File: src/rtl/replay_cmd_fifo_pkg.sv
// Shared command-path types: the command packet layout and FIFO sizing defaults.
package cmd_pkg;

  // Command packet as produced by the decoder and consumed by the PE-array scheduler.
  typedef struct packed {
    logic [7:0]  opcode;
    logic [7:0]  pe_id;
    logic [15:0] addr;
    logic [31:0] operand;
  } com_packet;

  localparam int unsigned com_fifo_size = 16;
  localparam int unsigned DATA_W        = $bits(com_packet);

endpackage

File: src/rtl/replay_cmd_fifo_ram.sv
// Simple dual-port storage for replay_cmd_fifo: one write port, one registered read port.
//   clk, reset      : clock, async active-high reset (clears the read register only)
//   we/waddr/wdata  : write port
//   re/raddr        : read enable and address
//   rdata           : registered read data, 0 in the cycle after re was low
module replay_cmd_fifo_ram #(
  parameter int unsigned DATA_W = 64,
  parameter int unsigned DEPTH  = 16,
  parameter int unsigned AW     = $clog2(DEPTH)
) (
  input  logic              clk,
  input  logic              reset,
  input  logic              we,
  input  logic [AW-1:0]     waddr,
  input  logic [DATA_W-1:0] wdata,
  input  logic              re,
  input  logic [AW-1:0]     raddr,
  output logic [DATA_W-1:0] rdata
);

  logic [DATA_W-1:0] mem [DEPTH];

  // Storage array, no reset.
  always_ff @(posedge clk) begin
    if (we) mem[waddr] <= wdata;
  end

  // Read register returns zero whenever no read was issued.
  always_ff @(posedge clk or posedge reset) begin
    if (reset)   rdata <= '0;
    else if (re) rdata <= mem[raddr];
    else         rdata <= '0;
  end

endmodule

File: src/rtl/replay_cmd_fifo.sv
// Command FIFO with iteration replay: read entries are retained until committed,
// and replay rewinds the read side to the last committed point.
//   clk, reset            : clock, async active-high reset
//   flush                 : synchronous clear of all pointers and read outputs
//   winc/wdata            : write request and packet
//   wfull/walmost_full    : retained space full / at or above AFULL_TH
//   wr_drop               : one-cycle pulse after a write attempted while full
//   rinc                  : read request
//   rdata/rvalid          : read data valid one cycle after an accepted read
//   rempty                : nothing pending to read
//   replay                : rewind read pointer to base
//   commit                : release consumed entries (base <= read pointer)
//   pending_cnt           : wr_ptr - rd_ptr
//   retained_cnt          : wr_ptr - base_ptr
module replay_cmd_fifo #(
  parameter int unsigned DATA_W   = cmd_pkg::DATA_W,
  parameter int unsigned DEPTH    = cmd_pkg::com_fifo_size,
  parameter int unsigned AFULL_TH = DEPTH - 2
) (
  input  logic                          clk,
  input  logic                          reset,
  input  logic                          flush,
  input  logic                          winc,
  input  logic [DATA_W-1:0]             wdata,
  output logic                          wfull,
  output logic                          walmost_full,
  output logic                          wr_drop,
  input  logic                          rinc,
  output logic [DATA_W-1:0]             rdata,
  output logic                          rvalid,
  output logic                          rempty,
  input  logic                          replay,
  input  logic                          commit,
  output logic [$clog2(DEPTH):0]        pending_cnt,
  output logic [$clog2(DEPTH):0]        retained_cnt
);

  import cmd_pkg::*;

  localparam int unsigned PW = $clog2(DEPTH) + 1;
  localparam int unsigned AW = PW - 1;

  logic [PW-1:0] wr_ptr, rd_ptr, base_ptr;
  logic          wr_en, rd_en;

  // Occupancy and flags decode straight from the registered pointers; the
  // extra wrap bit makes modulo subtraction distinguish full from empty.
  assign pending_cnt  = wr_ptr - rd_ptr;
  assign retained_cnt = wr_ptr - base_ptr;
  assign wfull        = (retained_cnt == PW'(DEPTH));
  assign walmost_full = (retained_cnt >= PW'(AFULL_TH));
  assign rempty       = (pending_cnt == '0);

  assign wr_en = winc && !wfull && !flush;
  assign rd_en = rinc && !rempty && !replay && !flush;

  // Pointer update: flush > replay > commit; commit captures rd_ptr before this cycle's read.
  always_ff @(posedge clk or posedge reset) begin
    if (reset) begin
      wr_ptr   <= '0;
      rd_ptr   <= '0;
      base_ptr <= '0;
    end else if (flush) begin
      wr_ptr   <= '0;
      rd_ptr   <= '0;
      base_ptr <= '0;
    end else begin
      if (wr_en) wr_ptr <= wr_ptr + PW'(1);
      if (replay) begin
        rd_ptr <= base_ptr;
      end else begin
        if (commit) base_ptr <= rd_ptr;
        if (rd_en)  rd_ptr   <= rd_ptr + PW'(1);
      end
    end
  end

  // Read-valid and drop pulses.
  always_ff @(posedge clk or posedge reset) begin
    if (reset) begin
      rvalid  <= 1'b0;
      wr_drop <= 1'b0;
    end else begin
      rvalid  <= rd_en;
      wr_drop <= winc && wfull && !flush;
    end
  end

  replay_cmd_fifo_ram #(
    .DATA_W (DATA_W),
    .DEPTH  (DEPTH),
    .AW     (AW)
  ) u_ram (
    .clk   (clk),
    .reset (reset),
    .we    (wr_en),
    .waddr (wr_ptr[AW-1:0]),
    .wdata (wdata),
    .re    (rd_en),
    .raddr (rd_ptr[AW-1:0]),
    .rdata (rdata)
  );

endmodule

File: config.mk
export PLATFORM = sky130hd
export DESIGN_NAME = replay_cmd_fifo
export DESIGN_NICKNAME = d
export VERILOG_FILES = /design/src/rtl/replay_cmd_fifo_pkg.sv /design/src/rtl/replay_cmd_fifo_ram.sv /design/src/rtl/replay_cmd_fifo.sv
export SDC_FILE = /design/constraint.sdc
export NUM_CORES = 1
export LEC_CHECK = 0
export ABC_AREA = 0
export CAP_MARGIN = 20
export CORE_MARGIN = 1.5
export CORE_UTILIZATION = 58
export CTS_CLUSTER_DIAMETER = 80
export CTS_CLUSTER_SIZE = 40
export DETAILED_ROUTE_END_ITERATION = 8
export PLACE_DENSITY_LB_ADDON = 0.3
export REMOVE_ABC_BUFFERS = 1
export SLEW_MARGIN = 25
export SYNTH_ARGS = -nofsm -noshare
export SYNTH_HDL_FRONTEND = slang
export SYNTH_HIERARCHICAL = 1
export SYNTH_SLANG_ARGS = --single-unit
File: constraint.sdc
create_clock -name clk -period 17.85 [get_ports clk]
set_input_delay 2.6775 -clock clk [delete_from_list [all_inputs] [get_ports clk]]
set_output_delay 2.6775 -clock clk [all_outputs]
set_load 0.05 [all_outputs]
== After elaboration in Yosys (flattened, before gate mapping) ==
Memory sizes are Yosys's and may differ from the RTL's.
Index checks and enable logic that the tools add are counted.

* Add/sub/neg operators: 4
* $lt $le $gt $ge: 1
* Equality and inequality tests: 2
* Muxes and demuxes: 11
* Reduce and logical (&&, ||, !) cells: 16

{| class="wikitable"
|+ Operator list
! operator !! count
|-
| two-way mux 64 bit || 1
|-
| two-way mux 5 bit || 8
|-
| adder 5 x 1 -> 5 bit, second input constant || 2
|-
| subtractor 5 bit || 2
|-
| logical AND 1 bit || 7
|-
| equality test 5 bit, second input constant || 1
|-
| greater-or-equal comparator 5 x 4 -> 1 bit, second input constant || 1
|-
| zero test 5 bit || 1
|-
| zero test 1 bit || 4
|-
| nonzero test 2 bit || 2
|-
| nonzero test 3 bit || 1
|-
| two-way mux 1 bit || 2
|-
| inequality test 2 bit, second input constant || 1
|-
| AND reduction 2 bit || 1
|}

* Bits in registers: 81
* Bits in writable memories: 1,024
* Output and inout port bits: 79
* Logic and storage cells: 41
* Memories kept: 1

{| class="wikitable"
|+ Memory list
! name !! words !! bits a word !! read ports !! clocked after Yosys merged registers in !! write ports !! RTL line !! RTL
|-
| u_ram.mem || 16 || 64 || 1 || 0 || 1 || replay_cmd_fifo_ram.sv:21 || <nowiki>logic [DATA_W-1:0] mem [DEPTH];</nowiki>
|}

== Depth between registers and ports, before layout ==
Gate-level depths: netlist of run 1.

* Depth after elaboration: 9
* Mapped depth: 15
* Depth with buffers taken out: 13

== Cells and area by module ==
The synthesis of run 1 kept the hierarchy.

{| class="wikitable"
|+ By module, submodules not included
! module !! instances !! cells an instance !! area each (um^2) !! sequential area each (um^2)
|-
| replay_cmd_fifo_ram || 1 || 2,161 || 41,169.5 || 32,351.0
|-
| replay_cmd_fifo || 1 || 135 || 1,238.7 || 425.4
|}

== Worst setup path after synthesis of run 1 ==
Ideal clock, no wire load.

* Kind: input-to-reg
* Start: in flush
* End: mem u_ram.mem[0][0], enable pin
* Setup time: 565 ps
* Arrival: 8,113 ps
* Setup slack: 9,173 ps
* Stages on the path: 5
* Path buffers: 2
* Path through: buf_4 -> dlymetal6s2s_1 -> nor2b_1 -> or3b_2 -> nor3_1

* Word-level cells in the longest chain between the ends: 4

{| class="wikitable"
|+ RTL lines
! element !! RTL line !! RTL
|-
| from (decl) || replay_cmd_fifo.sv:22 || <nowiki>input logic flush,</nowiki>
|-
| zero test 1 bit || replay_cmd_fifo.sv:54 || <nowiki>assign wr_en = winc && !wfull && !flush;</nowiki>
|-
| logical AND 1 bit || replay_cmd_fifo.sv:54 ||
|-
| named net wr_en || replay_cmd_fifo.sv:44 || <nowiki>logic wr_en, rd_en;</nowiki>
|-
| two-way mux 1 bit || replay_cmd_fifo_ram.sv:25 || <nowiki>if (we) mem[waddr] <= wdata;</nowiki>
|-
| two-way mux 1 bit (not written as such) || replay_cmd_fifo_ram.sv:25 ||
|-
| to (decl) || replay_cmd_fifo_ram.sv:21 ||
|}

The timed path passes the listed nets, and every way through them passes these cells.

== Worst setup path in the final report of run 1 ==
* Start: reg rd_ptr[0]
* End: out rempty

* Word-level cells in the longest chain between the ends: 2

{| class="wikitable"
|+ RTL lines
! element !! RTL line !! RTL
|-
| from (decl) || replay_cmd_fifo.sv:43 || <nowiki>logic [PW-1:0] wr_ptr, rd_ptr, base_ptr;</nowiki>
|-
| from (signal assigned) || replay_cmd_fifo.sv:70 || <nowiki>rd_ptr <= base_ptr;</nowiki>
|-
| from (signal assigned) || replay_cmd_fifo.sv:73 || <nowiki>if (rd_en) rd_ptr <= rd_ptr + PW'(1);</nowiki>
|-
| subtractor 5 bit || replay_cmd_fifo.sv:48 || <nowiki>assign pending_cnt = wr_ptr - rd_ptr;</nowiki>
|-
| zero test 5 bit || replay_cmd_fifo.sv:52 || <nowiki>assign rempty = (pending_cnt == '0);</nowiki>
|-
| to (decl) || replay_cmd_fifo.sv:31 || <nowiki>output logic rempty,</nowiki>
|}

No other way between the ends.

==> impl_metrics.ini, run 1 <==
[power]
vdd_ir_drop_max_uv = 67.47
leakage_nw = 14.78
total_power_mw = 4.462
powerDensity_nw_per_um2 = 96.68

[timing]
fin_crit_sh = 0.3800
setup_viol = 0
rsz0062_at_grt = false
fin_crit_ns = 6.782
tightest_slew_ns = 1.072
tns_ns = 0
timing.fmax_mhz = 147.4
fin_ws_ns = 11.07
drv_slew = 0
clock_skew_ns = 0.04619
hold_violations = 0
max_slew_margin = 0.2807

[global_routing]
antenna_found_initial = 8
grt_pass1_vias = 21630
grt_usage = 0.2368
grt_max_degree = 73
grt_overflow = 0
grt_first_pass_wirelength_um = 132600

[outcome]
status = finished, final reports clean

[synth]
synthCells = 2296
ys_warn_count = 6
synth.largest_area_cell = edfxtp_1
synth-seq-cells = 1105
synth_area_leaders = edfxtp_1 73%, mux2i_1 11%, dfrtp_1 4.8%
synth_cell_type_count = 48
syn-cell-area_um2 = 42410
synth_area_per_cell_um2 = 18.47
synth_edf_count = 1024
yosys.area.top_type_share = 0.7251
yosysSeqAreaShare = 0.7729
async_reset_ff_frac = 0.07330
synth_ff_type = edfxtp_1

[die]
row_count = 98
die_h_um = 273.4
fp.dieArea_um2 = 74750
coreArea_um2 = 71980
chipWidth_um = 273.4
floorplan.initialDensity = 0.5892
io_pins = 150

[placed_design]
pre_cts_ws_ns = 11.25
dp_cells = 3313
hpwl_um = 46150
gp_congestion = 0.7791
place_area_um2 = 44770
io_buffers = 149

[clock_network]
cts_setup_buffers = 0
path_clk_slew_ns = 0.12
hold_buffers = 0
htreeDepth = 2
cts_buffer_depth = 3
clock-sinks = 1105
cts-root-buf = clkbuf_16
cts_tree = yes
cts_resized = 0
cts_buffers = 39
clock_latency_ns = 0.63

[routing]
drc = 0
antenna_left = 0
vias = 21370
dr.pass1.iters = 8
wire_per_inst_um = 26.05
viasPerCell = 6.312
wl_um = 88220
drtIter0Drc = 2272

[final_layout]
drive_above_1_share = 0.06658
fin_area_um2 = 46150
fin_nets = 2487
final_cell_count_no_fill = 3386
area_growth_pct = 8.834

[critical_path]
crit_arrival_ns = 4.10
worstSetupPathType = reg2out
cpMaxStageDelayCell = dfrtp_4
slowest_delay_ns = 1.06
cp_max_fo = 53
crit_chain = ha_1 > inv_1 > fa_1 > xor2_1 > or3_1 > nor3_1 > clkdlybuf4s50_1
start_kind = flop
worstSetupEndpointType = output pin
r2r_cells = 9
critPathRequiredTime_ns = 15.17

[hold_path]
min_path_cells = 2
hold_path_class = reg2reg

[flow_run]
maxCapViolCount = 0
==> metal layers <==
metal / vias to the layer above / track usage / part of all wire
met1: 11120 / 0.3462 / 0.42
met2: 805 / 0.3824 / 0.48
met5: - / 0 / 0.00066
li1: 9312 / - / -
met3: 123 / 0.03781 / 0.077
met4: 10 / 0.04842 / 0.016
==> cell usage in the layout (no fill, tap or decap), types with 4 or more instances in the layout <==
cell type and instances:
a32o_1 5, a22oi_1 214, a21oi_1 11, nand2b_1 5, a221oi_1 21, ha_1 10, edfxtp_1 1024, clkbuf_16 41
o21ai_0 25, buf_4 41, nand2_1 112, clkdlybuf4s50_1 149, nor2_4 13, mux2i_1 472, inv_1 16, clkbuf_1 8
nor2b_1 5, xnor2_1 5, o22ai_1 42, nor3_2 4, nor2_1 19, o21ai_1 21, dfrtp_1 80, mux4_2 21
==> critical path, delay by kind of cell (launching register included) <==
family        cells  cell delay (ns)
xor+xnor          1             0.19
fa+ha+maj         2             0.70
buf+inv           2             0.92
flops             1             1.06
simple gates      2             0.62
==> final timing paths <==
check	startpoint	to	slack [ns]
max in group asynchronous	reset	u_ram/rdata[63]	14.15
worst min register to register	base_ptr[4]	base_ptr[4]	0.59
worst min-delay path	base_ptr[4]	base_ptr[4]	0.59
worst max-delay path	rd_ptr[0]	rempty	11.07
worst max register to register	rd_ptr[0]	u_ram/rdata[7]	11.47
min in group asynchronous	reset	u_ram/rdata[45]	2.39
==> layout make-up <==
cell class | instances | area [µm²]
flip-flops and latches | 1105 | 32780
well taps | 950 | 1189
multi-input cells | 1045 | 8875
inverters | 18 | 68.82
clock buffers | 49 | 1056
fillers | 4803 | 25820
clock inverters | 21 | 305.3
diodes | 3 | 7.507
repair buffers | 195 | 1873
==> through the flow <==
step,hold slack (ns),utilization
2_1_floorplan,0.5300,-
3_3_place_gp,0.5700,0.6214
3_5_place_dp,0.5668,0.6219
4_1_cts,0.5944,0.6409
5_1_grt,0.6454,0.6412
6_report,0.5886,0.6412
==> Yosys cell counts, types with 2 or more instances <==
cell / number
a21o_1: 3
a21oi_1: 11
a21oi_2: 2
a221oi_1: 21
a22oi_1: 214
a32o_1: 5
and3_1: 3
buf_1: 3
buf_12: 2
buf_2: 18
buf_4: 13
buf_6: 23
buf_8: 4
clkbuf_1: 54
clkbuf_4: 10
dfrtp_1: 81
edfxtp_1: 1024
fa_1: 2
ha_1: 10
inv_1: 18
mux2_2: 2
mux2i_1: 472
mux4_2: 21
nand2_1: 113
nand2b_1: 6
nand3b_1: 2
nand4_1: 3
nor2_1: 32
nor2b_1: 7
nor3_1: 6
o21ai_0: 25
o21ai_1: 21
o22ai_1: 42
or3_1: 3
xnor2_1: 5
xor2_1: 3
==> cells by family after synthesis <==
logic type / after synthesis / synth area share
xor+xnor: 8 / 0.001652
mux: 495 / 0.1231
flops: 1105 / 0.7729
simple gates: 181 / 0.01832
buf+inv: 146 / 0.02160
compound gates: 349 / 0.05856
fa+ha+maj: 12 / 0.003895
==> state kept, by name, indices dropped and copies added, names as in the netlist <==
name,count
u_ram/mem,1024
u_ram/rdata,64
base_ptr,5
rd_ptr,5
wr_ptr,5
rvalid,1
wr_drop,1
==> report_power, final <==
part | total [mW] | switching [mW] | internal [mW]
combinational | 0.355 | 0.226 | 0.130
clock | 1.23 | 0.771 | 0.464
sequential | 2.87 | 0.0163 | 2.86
total | 4.46 | 1.01 | 3.45
Power figures use the tool's default switching activity.
==> run 2: changes to the inputs <==
==> constraint.sdc (replaced) <==
create_clock -name clk -period 6.4 [get_ports clk]
set_input_delay 0.96 -clock clk [delete_from_list [all_inputs] [get_ports clk]]
set_output_delay 0.96 -clock clk [all_outputs]
set_load 0.05 [all_outputs]
==> run 2 against run 1 <==
Critical path depth up 5; largest cell class unchanged; routed wire length grew 0.30%; final area increased by 0.51%; flip-flop and latch count unchanged; clock power grew to 2.9 times the previous value; register-to-register slack worse by 9.9 ns; combinational power rose to 2.9 times the previous value; hold slack improved by 0.036 ns; cell count shrank 0.24%.
==> impl_metrics.ini, run 2 (synthesis results as in run 1) <==
[critical_path]
worstSetupStartpoint = wr_ptr[0]
critPathRequiredTime_ns = 6.68
worstSetupEndpointType = flop
worstSetupPathType = reg2reg
reg2reg_slack_ns = 1.59
crit_end = u_ram/mem[2][52]
r2r-end = u_ram/mem[2][52]
worstReg2RegStart = wr_ptr[0]
start_kind = flop
crit_arrival_ns = 5.09
r2r_cells = 12
cp_max_fo = 24

[routing]
wl_met2_um = 43510
wl_met1_um = 37170
drtIter0Drc = 2148
wl_um = 88480
top_layer_used = met5
wire_per_inst_um = 26.19
drc = 0
dr.pass1.iters = 7
vias = 21390
met3_length_um = 6334
antenna_left = 0
viasPerCell = 6.331

[timing]
fin_ws_ns = 1.589
tightest_slew_ns = 1.097
fin_crit_ns = 4.811
clock_skew_ns = 0.03796
timing.fmax_mhz = 207.8
drv_slew = 0
setup_viol = 0
fin_crit_sh = 0.7518
max_slew_margin = 0.2687
rsz0062_at_grt = false
tns_ns = 0
fin_hold_ws_ns = 0.6246
hold_violations = 0

[die]
row_count = 98
fp.dieArea_um2 = 74750
die_h_um = 273.4
floorplan.initialDensity = 0.5892
coreArea_um2 = 71980
chipWidth_um = 273.4
io_pins = 150

[global_routing]
grt_overflow = 0
antenna_found_initial = 3
grt_usage = 0.2382
grt_first_pass_wirelength_um = 133700
grt_pass1_vias = 21810
grt_max_degree = 147

[final_layout]
fin_area_um2 = 46390
final_core_util = 0.6445
drive_above_1_share = 0.06590
largest_reg_flops = 1024
final_cell_count_no_fill = 3378
area_growth_pct = 9.388
reg.largest.list = u_ram/mem x1024, u_ram/rdata x64
fin_nets = 2481
mostFrequentLayoutCell = edfxtp_1
top_register = u_ram/mem
diodes = 0
mostFrequentLayoutCells = 1024 x edfxtp_1, 472 x mux2i_1, 214 x a22oi_1

[clock_network]
cts_resized = 0
path_clk_slew_ns = 0.12
cts_buffer_depth = 3
cts_tree = yes
cts_buffers = 39
clock_latency_ns = 0.64
clock-sinks = 1105
cts_setup_buffers = 0
hold_buffers = 0
cts-root-buf = clkbuf_16
htreeDepth = 2

[power]
powerDensity_nw_per_um2 = 270.9
vdd_ir_drop_max_uv = 208.1
leakage_nw = 14.86
total_power_mw = 12.57

[flow_run]
maxCapViolCount = 0

[outcome]
status = finished, final reports clean

[placed_design]
gp_congestion = 0.8117
place_area_um2 = 44890
io_buffers = 149
dp_cells = 3304
hpwl_um = 46550
pre_cts_ws_ns = 1.700

[hold_path]
hold_path_class = reg2reg
## run 2: cell types whose count changed in the layout (fill, tap and decap cells not counted), moves of 2 or more
cell       change
buf_6          -2
clkinv_16      -2
buf_12        +13
buf_16         +4
bufinv_16      +2
clkinv_8       +3
inv_8          +2
buf_4         -21
clkinv_1       -3
clkinv_4       -2
diode_2        -3
## run 2: final cells by class
| class | instances | area, µm² |
|---|---|---|
| Sequential cell | 1105 | 32780 |
| Fill cell | 4715 | 25590 |
| Multi-Input combinational cell | 1045 | 8866 |
| Timing Repair Buffer | 189 | 2063 |
| Tap cell | 950 | 1189 |
| Clock buffer | 49 | 1066 |
| Clock inverter | 22 | 356.6 |
| Inverter | 18 | 68.82 |
## run 2: worst min path at each step
stage,start,end,cells past startpoint
floorplan,base_ptr[4],base_ptr[4],2
global placement,base_ptr[4],base_ptr[4],2
detailed placement,base_ptr[4],base_ptr[4],2
CTS,base_ptr[4],base_ptr[4],2
global route,rd_ptr[4],rd_ptr[4],1
finish,base_ptr[4],base_ptr[4],2
## run 2: report_power, final
part,internal [mW],leakage (nW),switching [mW]
clock network,1.39,0.682,2.16
logic,0.370,3.84,0.646
registers,7.97,10.3,0.0399
## run 2: routing by layer
metal  global-route usage  up-vias
li1                     -     9298
met1               0.3443    11160
met2               0.3907      815
met3              0.03360      102
met4              0.05147        6
met5                    0        -
## run 2: critical path: stages (launching register included)
cell	delay, ns
dfrtp_1	0.55
inv_1	0.17
ha_1	0.19
inv_1	0.06
fa_1	0.40
xor2_1	0.32
nor3_1	0.12
o211a_2	0.20
nor2b_1	0.25
nor2b_1	0.30
or3b_2	0.61
nor2_4	0.78
buf_4	0.49
